$ cat src/rtl/mux_src_arbiter.sv
// Round-robin arbiter for two valid/ready sources feeding a 1-entry output slice.
// Optional grant counters are built when MUX_ARB_STATS_EN is defined.
module mux_src_arbiter #(
   parameter int WIDTH = 8,
   parameter int CNT_W = 16
) (
   input  logic             clock,
   input  logic             reset,
   input  logic [WIDTH-1:0] a_data,
   input  logic             a_valid,
   output logic             a_ready,
   input  logic [WIDTH-1:0] b_data,
   input  logic             b_valid,
   output logic             b_ready,
   output logic             control,
   output logic [WIDTH-1:0] out,
   output logic             out_valid,
   input  logic             out_ready,
   output logic [CNT_W-1:0] cnt_a,
   output logic [CNT_W-1:0] cnt_b
);

   // Slice state is carried directly by out_valid.
   localparam logic [0:0] EMPTY = 1'b0;
   localparam logic [0:0] FULL  = 1'b1;

   logic [0:0]       state_q, state_d;
   logic             prio_q, prio_d;
   logic             ctrl_q, ctrl_d;
   logic [WIDTH-1:0] out_q, out_d;
   logic             load;
   logic             grant_a;
   logic             grant_b;

   assign load    = (state_q == EMPTY) | out_ready;
   assign grant_a = a_valid & (~b_valid | ~prio_q);
   assign grant_b = b_valid & (~a_valid |  prio_q);
   assign a_ready = ~reset & load & grant_a;
   assign b_ready = ~reset & load & grant_b;

   always_comb begin
      state_d = state_q;
      prio_d  = prio_q;
      ctrl_d  = ctrl_q;
      out_d   = out_q;
      case (state_q)
         EMPTY: begin
            if (a_ready) begin
               state_d = FULL;
               ctrl_d  = 1'b1;
               out_d   = a_data;
               prio_d  = 1'b1;
            end else if (b_ready) begin
               state_d = FULL;
               ctrl_d  = 1'b0;
               out_d   = b_data;
               prio_d  = 1'b0;
            end else begin
               state_d = EMPTY;
            end
         end
         FULL: begin
            if (out_ready) begin
               if (a_ready) begin
                  ctrl_d = 1'b1;
                  out_d  = a_data;
                  prio_d = 1'b1;
               end else if (b_ready) begin
                  ctrl_d = 1'b0;
                  out_d  = b_data;
                  prio_d = 1'b0;
               end else begin
                  state_d = EMPTY;
               end
            end
         end
         default: state_d = EMPTY;
      endcase
   end

   always_ff @(posedge clock or posedge reset) begin
      if (reset) begin
         state_q <= EMPTY;
         prio_q  <= 1'b0;
         ctrl_q  <= 1'b0;
         out_q   <= '0;
      end else begin
         state_q <= state_d;
         prio_q  <= prio_d;
         ctrl_q  <= ctrl_d;
         out_q   <= out_d;
      end
   end

   assign out_valid = (state_q == FULL);
   assign control   = ctrl_q;
   assign out       = out_q;

`ifdef MUX_ARB_STATS_EN
   logic [CNT_W-1:0] cnt_a_q, cnt_a_d;
   logic [CNT_W-1:0] cnt_b_q, cnt_b_d;

   // Counters saturate at all-ones instead of wrapping.
   always_comb begin
      cnt_a_d = cnt_a_q;
      cnt_b_d = cnt_b_q;
      if (a_ready && (cnt_a_q != '1)) cnt_a_d = cnt_a_q + 1'b1;
      if (b_ready && (cnt_b_q != '1)) cnt_b_d = cnt_b_q + 1'b1;
   end

   always_ff @(posedge clock or posedge reset) begin
      if (reset) begin
         cnt_a_q <= '0;
         cnt_b_q <= '0;
      end else begin
         cnt_a_q <= cnt_a_d;
         cnt_b_q <= cnt_b_d;
      end
   end

   assign cnt_a = cnt_a_q;
   assign cnt_b = cnt_b_q;
`else
   assign cnt_a = '0;
   assign cnt_b = '0;
`endif

endmodule

$ cat config.mk
export PLATFORM = sky130hd
export DESIGN_NAME = mux_src_arbiter
export DESIGN_NICKNAME = d
export VERILOG_FILES = /design/src/rtl/mux_src_arbiter.sv
export SDC_FILE = /design/constraint.sdc
export NUM_CORES = 1
export LEC_CHECK = 0
export CAP_MARGIN = 5
export CORE_MARGIN = 1
export CORE_UTILIZATION = 60
export DETAILED_ROUTE_END_ITERATION = 10
export DONT_BUFFER_PORTS = 1
export MAX_ROUTING_LAYER = met4
export PLACE_DENSITY_LB_ADDON = 0.12
export SLEW_MARGIN = 20
export SYNTH_ARGS = -nofsm -noshare
export SYNTH_HDL_FRONTEND = slang
export SYNTH_SLANG_ARGS = --single-unit
$ cat constraint.sdc
create_clock -name clock -period 1.8 [get_ports clock]
set_clock_uncertainty 0.15 [all_clocks]
set_input_delay 0.09 -clock clock [delete_from_list [all_inputs] [get_ports clock]]
set_output_delay 0.09 -clock clock [all_outputs]
set_load 0.03 [all_outputs]
# ---- Word level (Yosys, flattened, before mapping)
# Cells that the tools add are included.
dict set report totals {
  register_bits 11
  inputBits 21
  out_inout_bits 44
  word_cells 34
}
dict set report op_classes {
  eq_ne 1
  mux 16
  n_bitwise 13
}
# cell n
set op_table {}
lappend op_table {{8-bit two-way mux} 3}
lappend op_table {{8-bit case mux with 2 select lines} 1}
lappend op_table {{1-bit two-way mux} 9}
lappend op_table {{1-bit case mux with 2 select lines} 3}
lappend op_table {{1-bit AND} 5}
lappend op_table {{1-bit NOT} 5}
lappend op_table {{1-bit OR} 3}
lappend op_table {{2-bit != test, second input constant} 1}

# ---- Logic depth before layout (Yosys ltp)
dict set report logic_depth {
  ltp_word 8
  depth_mapped 5
  mapped_depth_nobuf 3
}

# ---- Least setup slack after synthesis
# OpenSTA, ideal clock, no wires.
dict set report synth_timing {
  kind {reg2reg}
  startpoint {reg state_q (netlist: out_valid)}
  endpoint {reg ctrl_q (netlist: control)}
  setup_time_ns 0.067
  t_arrival_ns 1.487
  required_time_ns 1.583
  slack_ns 0.097
  path_stages_with_launch 5
  n_path_buf 1
  period_less_slack_ns 1.703
  path_cell_list {dfrtp_1 -> nor2b_1 -> clkbuf_1 -> nor3_2 -> a21o_1}
}
dict set report synth_via {
  elab_cells_between_ends 10
  cone_classes {eq/ne: 1; mux: 4; bitwise: 5}
}
# element line_no
set synth_rtl {}
lappend synth_rtl {{start, declared} 27} ;# logic [0:0] state_q, state_d;
lappend synth_rtl {{start signal, assigned} 88} ;# state_q <= state_d;
lappend synth_rtl {{1-bit NOT (*)} --}
lappend synth_rtl {{1-bit OR (*)} 35} ;# assign load = (state_q == EMPTY) | out_ready;
lappend synth_rtl {{1-bit AND (*) (2 in a row)} 38} ;# assign a_ready = ~reset & load & grant_a;
lappend synth_rtl {{net a_ready} 11} ;# output logic a_ready,
lappend synth_rtl {{1-bit two-way mux (*)} {48, 64}}
lappend synth_rtl {{1-bit two-way mux} 63} ;# if (out_ready) begin
lappend synth_rtl {{1-bit case mux with 2 select lines (*)} 46} ;# case (state_q)
lappend synth_rtl {{end signal, assigned} 90} ;# ctrl_q <= ctrl_d;
lappend synth_rtl {{end, declared} 29} ;# logic ctrl_q, ctrl_d;
# Mark *: on every way through the listed nets, which the timed path passes. The rest lies on a longest branch. The select of a mux whose other input is x is not followed.
# A chain may end at the register's enable or synchronous reset.

# ---- Final worst setup path
dict set report layout_timing {
  startpoint {reg prio_q}
  endpoint {out a_ready}
}
dict set report layout_via {
  elab_chain_len 4
}
# element line_no
set layout_rtl {}
lappend layout_rtl {{start, declared} 28} ;# logic prio_q, prio_d;
lappend layout_rtl {{start signal, assigned} 89} ;# prio_q <= prio_d;
lappend layout_rtl {{1-bit NOT} 36} ;# assign grant_a = a_valid & (~b_valid | ~prio_q);
lappend layout_rtl {{1-bit OR} 36}
lappend layout_rtl {{1-bit AND} 36}
lappend layout_rtl {{1-bit AND} 38}
lappend layout_rtl {{end, declared} 11}
# Every way passes these cells.

==> impl_metrics.csv <==
group,metric,value,unit
clock_network,cts-buffers-inserted,3,
layout,syn2layout_area_growth,11.95,%
clock_network,cts_setup_buffers,0,
critical_path,cp-end-kind,"output pin",
layout,antennaDiodeCount,0,
min_path,min_path_type,"input port to register",
placement,dp.cells,109,
power_and_ir_drop,ir_drop,0.0005848,V
flow_run,cap_violations,0,
global_routing,grt_pass1_vias,652,
logic_synthesis,synth.largest_area_cell,"dfrtp_1",
timing,timing.final.crit_share,89.63,%
global_routing,gr-total-overflow,0,
power_and_ir_drop,p_leak,0.0004578,uW
critical_path,cp_max_fo,9,
routing,viasPerCell,5.333,
timing,fin_crit,1.613,ns
layout,n_fill_cell,109,
floorplan,core,1334,um^2
floorplan,die_x,40.29,um
placement,gp_congestion,0.8440,
routing,vias,704,
routing,drtPass1Iterations,4,
logic_synthesis,ys_top_cells_by_area,"dfrtp_1 31%, buf_4 28%, a31oi_1 11%, o31ai_1 6.8%, nand4_1 5.7%",
global_routing,grt_usage,27.16,%
global_routing,grt_pass1_wl,2794,um
layout,layout_common_cells,"32 x conb_1, 18 x dlygate4sd3_1, 16 x a31oi_1",
run_status,outcome,"completed",
layout,stdcell_count,132,
floorplan,fp.dieArea,1623,um^2
clock_network,clock_latency,0.26,ns
critical_path,critPathKind,"register to output pin",
timing,setup_viol,0,
routing,drt_wl_total,1832,um
logic_synthesis,synth-warning-count,0,
floorplan,initial_core_util,65.95,%
timing,rsz0062_at_grt,"no",
power_and_ir_drop,p_per_area,871.3,nW/um^2
layout,multi_input_area,420.4,um^2
clock_network,path_clk_slew,0.07,ns
timing,fin_ws,0.1866,ns
layout,seq_area,275.3,um^2
clock_network,cts.path.max_buffers,2,
critical_path,required,1.56,ns
clock_network,cts_num_sinks,11,
logic_synthesis,synth.distinct_cells,20,
routing,ant_nets,0,
placement,dp_hpwl,1171,um
floorplan,rows,13,
critical_path,worstPathArrival,1.37,ns
logic_synthesis,avgSynthCellArea,8.975,um^2
routing,wl_per_cell,13.88,um
floorplan,chipHeight,40.29,um
clock_network,cts_root_buf,"clkbuf_4",
placement,portBuffers,0,
routing,first_iter_violations,19,
logic_synthesis,synth_cells,98,
layout,drive_gt1_share,10.26,%
logic_synthesis,synth_seq_area_share,31.29,%
routing,drcViolationCount,0,
global_routing,antenna_found_initial,0,
clock_network,cts_tree,"done",
timing,report.final.slew_viol_count,0,
clock_network,htreeDepth,1,
layout,fin_nets,139,
critical_path,startpoint_type,"register",
logic_synthesis,synth_top_area_share,31.29,%
placement,pre_cts_ws,0.3115,ns
timing,tns,0,ns
timing,fmax,0.6198,GHz
timing,hold_violations,0,
logic_synthesis,syn_area,879.6,um^2
floorplan,ios,65,
global_routing,grt_max_degree,16,
layout,final_common_cell,"conb_1",
logic_synthesis,synth_seq_cells,11,
==> area by class of cell <==
type / count / area share [%]
well taps: 15 / 1.906
flip-flops and latches: 11 / 27.95
repair buffers: 24 / 23.38
inverters: 3 / 1.398
clock buffers: 4 / 2.668
multi-input cells: 75 / 42.69
==> critical path, cell delays in order, from the launching register on <==
cell     delay [ns]
dfrtp_1        0.41
a21bo_1        0.29
nor3_2         0.21
buf_4          0.20
==> timing repair <==
item,in CTS,in global routing
endpoints found under the setup margin,0,2
hold buffers,18,1
endpoints found under the hold margin,21,6
gates resized for setup,0,3
==> through the flow <==
| stage | power, uW | util [%] | hold WS [ns] | cell area (um^2) |
|---|---|---|---|---|
| 2_1_floorplan | 680.5 | - | 0.09130 | 996.0 |
| 3_3_place_gp | 649.9 | 57.04 | -0.2336 | 760.7 |
| 3_5_place_dp | 654.4 | 57.04 | -0.2312 | 760.7 |
| 6_report | 858.0 | 73.83 | 0.03388 | 984.7 |
| 4_1_cts | 856.1 | 72.51 | 0.06456 | 967.2 |
| 5_1_grt | 913.8 | 73.83 | 0.02655 | 984.7 |
==> final timing paths <==
path	from	endpoint	slack, ns	depth (start not counted)
worst min-delay path	out_ready	out_valid$_DFF_PP0_	0.03	2
max in group asynchronous	reset	out[6]$_DFFE_PP0P_	0.71	3
worst min register to register	prio_q$_DFFE_PP0P_	prio_q$_DFFE_PP0P_	0.40	1
worst max-delay path	prio_q$_DFFE_PP0P_	a_ready	0.19	3
min in group asynchronous	reset	out[4]$_DFFE_PP0P_	0.08	3
worst max register to register	out_valid$_DFF_PP0_	out[0]$_DFFE_PP0P_	0.45	4
==> synth_stat cells <==
master	number
dfrtp_1	11
conb_1	1
a31oi_1	16
o31ai_1	8
inv_2	1
inv_1	2
clkbuf_1	3
nor2b_1	1
buf_6	2
a21o_1	2
buf_4	33
or2_1	2
a21boi_1	1
nand2b_1	1
nand4_1	8
a21bo_1	1
buf_2	2
o2111ai_1	1
and3_4	1
nor3_2	1
==> registers in the layout, indices dropped and copies added, names as in the netlist <==
register   count
control        1
out            8
out_valid      1
prio_q         1
==> routing by layer <==
metal | up-vias | global-route usage (%) | wire (um)
li1 | 332 | - | -
met1 | 317 | 28.47 | 726
met2 | 55 | 49.19 | 922
met3 | 0 | 6.667 | 182
met4 | 0 | 9.167 | 0
met5 | - | - | 0
==> kinds of logic after synthesis <==
| kind of cell | synth area share [%] |
|---|---|
| AO/OA/AOI/OAI | 22.90 |
| buffers and inverters | 34.42 |
| flip-flops | 31.29 |
| other | 0.4263 |
| AND/OR/NAND/NOR | 10.95 |
==> report_power, final <==
group	internal, uW	switching [uW]	total, uW
registers	295	118	413
logic	90.1	190	281
clock network	85.7	78.8	164
Note: power is estimated with default switching activity, not from simulation.
